## src/rtl/spi_sram_slave_ctrl.sv

```systemverilog
// SPI slave front-end with an embedded SRAM. It takes a command, then an address,
// then data words, and supports byte, page-burst and sequential-burst addressing plus a mode/status register.
module spi_sram_slave_ctrl #(
  parameter int DW    = 8,
  parameter int AW    = 8,
  parameter int DEPTH = 256,
  parameter int PAGE  = 32
) (
  input  logic       sck,
  input  logic       rst,
  input  logic       ss,
  input  logic       sdi,
  output logic       sdo,
  output logic       sdo_en,
  output logic [1:0] mode,
  output logic       err
);

  localparam int MAXW = (AW > DW) ? ((AW > 8) ? AW : 8) : ((DW > 8) ? DW : 8);
  localparam int SW   = MAXW - 1;
  localparam int TW   = (DW > 8) ? DW : 8;
  localparam int CW   = $clog2(MAXW);
  localparam logic [AW-1:0] PMASK = AW'(PAGE - 1);
  localparam logic [1:0] M_BYTE = 2'b00;
  localparam logic [1:0] M_PAGE = 2'b01;
  localparam logic [1:0] M_SEQ  = 2'b10;

  typedef enum logic [2:0] {
    S_IDLE, S_CMD, S_ADDR, S_WDATA, S_RDATA, S_RDSR, S_WRSR, S_HOLD
  } state_t;

  state_t          r_state, w_state_nxt;
  logic [CW-1:0]   r_cnt, w_cnt_nxt;
  logic [SW-1:0]   r_shift;
  logic [TW-1:0]   r_tx;
  logic            r_sdo_en;
  logic [AW-1:0]   r_addr;
  logic            r_rd, w_rd_nxt;
  logic [1:0]      r_mode;
  logic            r_err;
  logic [DW-1:0]   r_mem [DEPTH];

  logic [7:0]      w_cmd_byte;
  logic [7:0]      w_status;
  logic [AW-1:0]   w_addr_in;
  logic [AW-1:0]   w_addr_next;
  logic [AW-1:0]   w_rd_addr;
  logic [DW-1:0]   w_rd_word;
  logic [DW-1:0]   w_wr_word;
  logic            w_last8, w_last_addr, w_last_word;
  logic            w_tx_clr, w_tx_ld_mem, w_tx_ld_sr, w_tx_shift;
  logic            w_mem_we, w_addr_ld, w_addr_adv;
  logic            w_err_set, w_err_clr, w_mode_ld;

  function automatic logic [AW-1:0] f_mod(input logic [AW-1:0] a);
    if (DEPTH == (1 << AW)) return a;
    else                    return AW'(32'(a) % DEPTH);
  endfunction

  // The bit just sampled completes the field, so every decode uses {shift, sdi}.
  assign w_cmd_byte  = {r_shift[6:0], sdi};
  assign w_addr_in   = f_mod({r_shift[AW-2:0], sdi});
  assign w_wr_word   = {r_shift[DW-2:0], sdi};
  assign w_status    = {r_mode, 5'b0, r_err};
  assign w_last8     = (r_cnt == CW'(7));
  assign w_last_addr = (r_cnt == CW'(AW - 1));
  assign w_last_word = (r_cnt == CW'(DW - 1));
  assign w_rd_word   = r_mem[w_rd_addr];

  always_comb begin
    w_addr_next = r_addr;
    case (r_mode)
      M_SEQ:   w_addr_next = (r_addr == AW'(DEPTH - 1)) ? '0 : r_addr + 1'b1;
      M_PAGE:  w_addr_next = (r_addr & ~PMASK) | ((r_addr + 1'b1) & PMASK);
      default: w_addr_next = r_addr;
    endcase
  end

  always_comb begin
    w_state_nxt = r_state;
    w_cnt_nxt   = r_cnt;
    w_rd_nxt    = r_rd;
    w_rd_addr   = w_addr_next;
    w_tx_clr    = 1'b0;
    w_tx_ld_mem = 1'b0;
    w_tx_ld_sr  = 1'b0;
    w_tx_shift  = 1'b0;
    w_mem_we    = 1'b0;
    w_addr_ld   = 1'b0;
    w_addr_adv  = 1'b0;
    w_err_set   = 1'b0;
    w_err_clr   = 1'b0;
    w_mode_ld   = 1'b0;
    if (ss) begin
      w_state_nxt = S_IDLE;
      w_cnt_nxt   = '0;
      w_tx_clr    = 1'b1;
    end else begin
      unique case (r_state)
        S_IDLE: begin
          w_state_nxt = S_CMD;
          w_cnt_nxt   = CW'(1);
        end
        S_CMD: begin
          if (w_last8) begin
            w_cnt_nxt = '0;
            w_err_clr = 1'b1;
            case (w_cmd_byte)
              8'h03: begin w_state_nxt = S_ADDR; w_rd_nxt = 1'b1; end
              8'h02: begin w_state_nxt = S_ADDR; w_rd_nxt = 1'b0; end
              // Status is captured before the decode-time err clear takes effect.
              8'h05: begin w_state_nxt = S_RDSR; w_tx_ld_sr = 1'b1; end
              8'h01: w_state_nxt = S_WRSR;
              default: begin
                w_state_nxt = S_HOLD;
                w_err_clr   = 1'b0;
                w_err_set   = 1'b1;
              end
            endcase
          end else begin
            w_cnt_nxt = r_cnt + 1'b1;
          end
        end
        S_ADDR: begin
          if (w_last_addr) begin
            w_cnt_nxt = '0;
            w_addr_ld = 1'b1;
            if (r_rd) begin
              w_rd_addr   = w_addr_in;
              w_tx_ld_mem = 1'b1;
              w_state_nxt = S_RDATA;
            end else begin
              w_state_nxt = S_WDATA;
            end
          end else begin
            w_cnt_nxt = r_cnt + 1'b1;
          end
        end
        S_RDATA: begin
          if (w_last_word) begin
            w_cnt_nxt = '0;
            if (r_mode == M_BYTE) begin
              w_state_nxt = S_HOLD;
              w_tx_clr    = 1'b1;
            end else begin
              w_addr_adv  = 1'b1;
              w_tx_ld_mem = 1'b1;
            end
          end else begin
            w_cnt_nxt  = r_cnt + 1'b1;
            w_tx_shift = 1'b1;
          end
        end
        S_WDATA: begin
          if (w_last_word) begin
            w_cnt_nxt = '0;
            w_mem_we  = 1'b1;
            if (r_mode == M_BYTE) w_state_nxt = S_HOLD;
            else                  w_addr_adv  = 1'b1;
          end else begin
            w_cnt_nxt = r_cnt + 1'b1;
          end
        end
        S_RDSR: begin
          if (w_last8) begin
            w_cnt_nxt   = '0;
            w_state_nxt = S_HOLD;
            w_tx_clr    = 1'b1;
          end else begin
            w_cnt_nxt  = r_cnt + 1'b1;
            w_tx_shift = 1'b1;
          end
        end
        S_WRSR: begin
          if (w_last8) begin
            w_cnt_nxt   = '0;
            w_state_nxt = S_HOLD;
            if (w_cmd_byte[7:6] == 2'b11) w_err_set = 1'b1;
            else                          w_mode_ld = 1'b1;
          end else begin
            w_cnt_nxt = r_cnt + 1'b1;
          end
        end
        S_HOLD:  w_state_nxt = S_HOLD;
        default: w_state_nxt = S_IDLE;
      endcase
    end
  end

  always_ff @(posedge sck or negedge rst) begin
    if (!rst) begin
      r_state  <= S_IDLE;
      r_cnt    <= '0;
      r_shift  <= '0;
      r_tx     <= '0;
      r_sdo_en <= 1'b0;
      r_addr   <= '0;
      r_rd     <= 1'b0;
      r_mode   <= M_BYTE;
      r_err    <= 1'b0;
    end else begin
      r_state <= w_state_nxt;
      r_cnt   <= w_cnt_nxt;
      r_rd    <= w_rd_nxt;
      r_shift <= ss ? '0 : {r_shift[SW-2:0], sdi};
      // The tx shifter is left-aligned so sdo is always its MSB flop.
      if (w_tx_clr) begin
        r_tx     <= '0;
        r_sdo_en <= 1'b0;
      end else if (w_tx_ld_mem) begin
        r_tx     <= TW'(w_rd_word) << (TW - DW);
        r_sdo_en <= 1'b1;
      end else if (w_tx_ld_sr) begin
        r_tx     <= TW'(w_status) << (TW - 8);
        r_sdo_en <= 1'b1;
      end else if (w_tx_shift) begin
        r_tx <= r_tx << 1;
      end
      if (w_addr_ld)       r_addr <= w_addr_in;
      else if (w_addr_adv) r_addr <= w_addr_next;
      if (w_mode_ld) r_mode <= w_cmd_byte[7:6];
      if (w_err_set)      r_err <= 1'b1;
      else if (w_err_clr) r_err <= 1'b0;
    end
  end

  // Storage has no reset; contents survive rst.
  always_ff @(posedge sck) begin
    if (w_mem_we) r_mem[r_addr] <= w_wr_word;
  end

  assign sdo    = r_tx[TW-1];
  assign sdo_en = r_sdo_en;
  assign mode   = r_mode;
  assign err    = r_err;

endmodule
```

## config.mk

```make
export PLATFORM = sky130hd
export DESIGN_NAME = spi_sram_slave_ctrl
export DESIGN_NICKNAME = d
export VERILOG_FILES = /design/src/rtl/spi_sram_slave_ctrl.sv
export SDC_FILE = /design/constraint.sdc
export NUM_CORES = 2
export LEC_CHECK = 0
export CAP_MARGIN = 20
export CORE_MARGIN = 1.5
export CORE_UTILIZATION = 57
export CTS_BUF_LIST = sky130_fd_sc_hd__clkbuf_16
export DETAILED_ROUTE_END_ITERATION = 6
export PLACE_DENSITY = 0.75
export SYNTH_ARGS = -nofsm -noshare
export SYNTH_HDL_FRONTEND = slang
export SYNTH_SLANG_ARGS = --single-unit
```

## constraint.sdc

```tcl
create_clock -name sck -period 5.3 [get_ports sck]
set_input_delay 1.06 -clock sck [delete_from_list [all_inputs] [get_ports sck]]
set_output_delay 1.06 -clock sck [all_outputs]
set_load 0.02 [all_outputs]
```

# Yosys cells after proc, flatten, opt, wreduce, memory -nomap -nowiden
# Memory sizes are Yosys's and may differ from the RTL's.
# Cells that the tools add are included.
# op_classes
eq_ne,21
n_reduce_logical,16
addsub,2
n_bitwise,2
mux,71
# op_table
operator,count
8-bit 2-to-1 mux,11
1-bit 2-to-1 mux,42
3-bit 2-to-1 mux,9
3-bit one-hot mux with 6 select lines,1
"8-bit by 2-bit == test with 1-bit output, second input constant",2
8-bit one-hot mux with 2 select lines,1
"3-bit == test, second input constant",5
"3-bit by 1-bit inequality test with 1-bit output, second input constant",3
3-bit one-hot mux with 3 select lines,1
"8-bit by 1-bit adder with 8-bit output, second input constant",1
"8-bit by 1-bit == test with 1-bit output, second input constant",1
"8-bit by 3-bit == test with 1-bit output, second input constant",1
"8-bit == test, second input constant",1
8-bit by 5-bit bitwise OR with 8-bit output,1
1-bit one-hot mux with 2 select lines,4
2-bit OR reduction,4
7-bit 2-to-1 mux,1
"3-bit by 2-bit == test with 1-bit output, second input constant",2
"3-bit inequality test, second input constant",2
3-bit one-hot mux with 2 select lines,1
2-bit nonzero test,3
3-bit nonzero test,2
6-bit OR reduction,1
5-bit AND reduction,1
other kinds (10),11
# totals
memories,1
mem_bits_rw,2048
out_inout_bits,5
regBits,34
inputBits,4
elab_cells,122
# mem_list
memory,depth,word_bits,rd,rd_ports_with_merged_regs,wr,line_no,rtl
r_mem,256,8,1,0,1,41,logic [DW-1:0] r_mem [DEPTH];

# Logic depth before layout (Yosys ltp)
# An unclocked memory read counts as a cell.
# depth
ltp_word,10
depth_mapped,18
ltp_nobuf,12

# Worst setup path after synthesis
# No wires, ideal clock.
# synth_path
kind,reg-to-reg
startpoint,register r_shift[0]
endpoint,register r_tx[0]
slack_ps,-497
synth_period_minus_slack_ps,5797
stages_incl_launch_ff,12
t_required_ps,5161
n_path_buf,2
t_arrival_ps,5658
setup_time_ps,139
cell_sequence,dfrtp_1 nand3_2 a22oi_2 buf_6 buf_6 mux2i_1 o22ai_1 nor4_1 a21oi_1 o21ai_1 a41oi_1 or4_1
# synth_between
elab_chain_cells,8
word_cells_on_any_way,14
classes_between,eq/ne: 1; mux: 11; reduce/logical: 1; memory: 1
# synth_lines
element,line_no,rtl
start: declaration,34,logic [SW-1:0] r_shift;
start signal: assignment,205,"r_shift <= ss ? '0 : {r_shift[SW-2:0], sdi};"
"parallel branches: the longest is 8 deep, another holds memory read 256 x 8 bit",n/a,
end signal: assignment,211,r_tx <= TW'(w_rd_word) << (TW - DW);
end signal: assignment,214,r_tx <= TW'(w_status) << (TW - 8);
end signal: assignment,217,r_tx <= r_tx << 1;
end: declaration,35,logic [TW-1:0] r_tx;
# Several ways; the timed one is not identified.
# A chain may end at the register's enable or synchronous reset.

# Worst setup path after layout
# layout_path
startpoint,register r_mode[0] (netlist: mode[0])
endpoint,register r_tx[1]
# layout_between
elab_chain_cells,9
word_cells_on_any_way,20
classes_between,eq/ne: 2; mux: 15; reduce/logical: 2; memory: 1
# layout_lines
element,line_no,rtl
start: declaration,39,logic [1:0] r_mode;
start signal: assignment,221,if (w_mode_ld) r_mode <= w_cmd_byte[7:6];
2-bit by 1-bit == test with 1-bit output / 2-bit == test (equally long branches),72,case (r_mode)
8-bit one-hot mux with 2 select lines,72,
8-bit 2-to-1 mux,128,if (r_rd) begin
8-bit 2-to-1 mux,125,if (w_last_addr) begin
8-bit 2-to-1 mux,99,unique case (r_state)
8-bit 2-to-1 mux,94,if (ss) begin
memory read 256 x 8 bit,n/a,
8-bit 2-to-1 mux,210,end else if (w_tx_ld_mem) begin
8-bit 2-to-1 mux,207,if (w_tx_clr) begin
# Parallel ways exist; a longest one is shown, timed or not.

==> impl_metrics.py <==
metrics = {
    "global_route": {
        "grt_max_degree": 102,
        "antenna_found_initial": 13,
        "grt_pass1_wl_um": 394800,
        "grt_pass1_vias": 55450,
        "track_usage_pct": 36.59,
        "overflow": 0,
    },
    "power": {
        "ir_worst_vdd_uv": 342.5,
        "cellPowerDensity_nw_per_um2": 331.8,
        "p_leak_uw": 0.03442,
    },
    "setup_path": {
        "r2r-end": "r_tx[1]",
        "critPathLaunchType": "flip-flop",
        "critPathTopFamily": "buffers and inverters",
        "worstSetupPathType": "reg2reg",
        "slowest_stage": "ha_1",
        "crit_path_end_kind": "flip-flop",
        "cp.buffers_inverters": 7,
        "critPathRequiredTime_ps": 6060,
        "r2r_cells": 17,
        "crit_arrival_ps": 5820,
        "crit_fanout": 42,
        "cp_common_cell": "buf_4",
        "slowest_delay_ps": 630,
        "rr_startpoint": "mode[0]",
        "reg2reg_slack_ps": 240,
        "cp_cell_sequence": "inv_1, ha_1, inv_1, a221oi_4, buf_4, a22o_4, buf_12, buf_4, nand2_1, and3_1, a311oi_1, a211oi_1, nor4_2, buf_4, a311oi_1, buf_4, a211oi_1",
    },
    "floorplan": {
        "core_um2": 146300,
        "fp.dieH_um": 387.7,
        "die_area_um2": 150300,
        "fp.dieW_um": 387.7,
        "start_util_pct": 57.67,
        "fp-row-count": 140,
        "io_pins": 9,
    },
    "sta": {
        "setup_viol": 0,
        "tns_ps": 0,
        "drv_slew": 0,
        "rsz0062_at_grt": "no",
        "finClkSkew_ps": 31.73,
        "worst_slew_pin_slew_ps": 1210,
        "min_period_over_period_pct": 95.49,
        "maxSlewHeadroom_pct": 19.30,
        "fmax_ghz": 0.1976,
        "final.setup.worst_slack_ps": 239.2,
        "min_period_ps": 5061,
        "finalHoldViolations": 0,
    },
    "yosys": {
        "ys_seq_area_share_pct": 73.92,
        "synth.distinct_cells": 89,
        "yosys.area.top_type": "edfxtp_1",
        "synth_ff_type": "edfxtp_1",
        "synth-seq-cells": 2082,
        "synthArstFlopShare_pct": 1.633,
        "syn_inst": 6289,
        "synth_top_area_share_pct": 72.91,
        "synth_nets": 6302,
        "synth_edf_count": 2048,
        "syn-cell-area_um2": 84340,
        "yosysWarnings": 0,
        "synth_area_leaders": "edfxtp_1 73%, nand2_1 7.0%, nand3_1 3.6%, mux2i_1 3.1%, nor2_1 1.5%",
        "synth_area_per_cell_um2": 13.41,
    },
    "detailed_routing": {
        "viasPerCell": 6.745,
        "firstDrtPassIters": 7,
        "wire_per_inst_um": 31.49,
        "ant_nets": 0,
        "drc": 2,
        "drt_iter0_markers": 10760,
        "drt_wl_total_um": 278800,
        "num_vias": 59700,
    },
    "final_layout": {
        "layout_commonest_cell": "edfxtp_1",
        "layout_common_cells": "2,048 x edfxtp_1, 1,575 x nand2_1, 603 x nand3_1",
        "area_growth_pct": 15.12,
        "layout.nets": 6766,
        "drive_gt1_share_pct": 14.56,
        "fill_cells": 9820,
    },
    "clock_network": {
        "h-tree-depth": 4,
        "cts_setup_buffers": 0,
        "clock-sinks": 2082,
        "insertion_delay_ps": 870,
        "tritoncts": "done",
        "ctsRootBufferMaster": "clkbuf_16",
        "numCtsBuffers": 202,
        "clockBufferDepth": 3,
        "path_clk_slew_ps": 60,
    },
    "outcome": {
        "violations": "design-rule violations",
        "status": "complete, but fails checks",
    },
    "job": {
        "cap_violations": 0,
    },
    "placed_design": {
        "pre_cts_slack_ps": -274.7,
        "portBuffers": 8,
        "gp_congestion": 1.021,
        "hpwl_um": 174500,
    },
    "worst_hold_path": {
        "worstHoldPathType": "in2async",
    },
}
## power by group
part	internal, uW	total, uW	switching (uW)
clock	7640	13800	6180
sequential	18000	18000	49.2
combinational	90.6	395	304
total	25700	32200	6540
## area by class of cell
| class | instances | area, um^2 | area share (%) |
|---|---|---|---|
| timing repair buffer | 674 | 5932 | 6.109 |
| antenna | 13 | 32.53 | 0.03350 |
| clock buffer | 205 | 5130 | 5.283 |
| sequential | 2082 | 62380 | 64.24 |
| multi-input combinational | 3769 | 19960 | 20.56 |
| tap | 1917 | 2399 | 2.470 |
| inverter | 24 | 90.09 | 0.09278 |
| clock inverter | 167 | 1177 | 1.213 |
## worst max-delay path by stage
stage / startpoint / slack, ps / end / depth (start not counted)
finish: mode[0] / 240 / r_tx[1] / 17
global placement: ss / -230 / r_tx[1] / 16
CTS: r_state[1] / 260 / r_tx[1] / 15
detailed placement: ss / -270 / r_tx[1] / 16
global route: mode[1] / 140 / r_tx[3] / 16
floorplan: r_shift[0] / 1030 / r_tx[0] / 11
## synth_stat cells, drive strengths merged (34+ instances only)
master  instances
a211oi         37
a21oi         157
a311oi         38
a31oi         106
a32oi          95
and3           37
buf           310
clkbuf        104
dfrtp          34
edfxtp       2048
mux2i         263
nand2        1577
nand3         607
nand4          87
nor2          335
nor3           34
o21ai          78
## routing by layer
metal	track usage (%)	part of all wire (%)	wire length, um
met5	0	0.044	124
met4	19.99	6.5	18080
met3	11.76	16	43520
met2	52.59	43	119500
met1	49.71	35	97540
## kinds of logic (layout without fill, tap and decap cells)
group | after synthesis | in the layout | share of synthesized area [%]
compound gates | 724 | 724 | 6.075
flops | 2082 | 2082 | 73.92
xor+xnor | 1 | 1 | 0.01039
other cells | 0 | 13 | 0
buf+inv | 438 | 1070 | 2.614
simple gates | 2764 | 2764 | 13.99
mux | 271 | 271 | 3.255
fa+ha+maj | 9 | 9 | 0.1335
## state kept, by name, indices dropped and copies added (netlist names)
signal / count
err: 1
mode: 2
r_addr: 8
r_cnt: 3
r_mem: 2048
r_rd: 1
r_shift: 7
r_state: 3
r_tx: 8
sdo_en: 1
## per-stage QoR
stage	util, %	total power, uW	std cells	hold WS (ps)	cell area (um^2)
finish	66.39	32220	8851	339.2	97100
global route	66.36	32850	8838	390.2	97070
CTS	66.32	32220	8836	304.2	97000
detailed placement	62.01	18720	8464	609.4	90700
global placement	62.01	18710	8464	610.6	90700
floorplan	-	18540	6289	546.8	84350
## timing repair
| action | in CTS | in global routing |
|---|---|---|
| hold buffers | 0 | 0 |
| resized for setup | 0 | 2 |
| setup endpoints to repair | 0 | 2 |
Power figures use the tool's default switching activity.
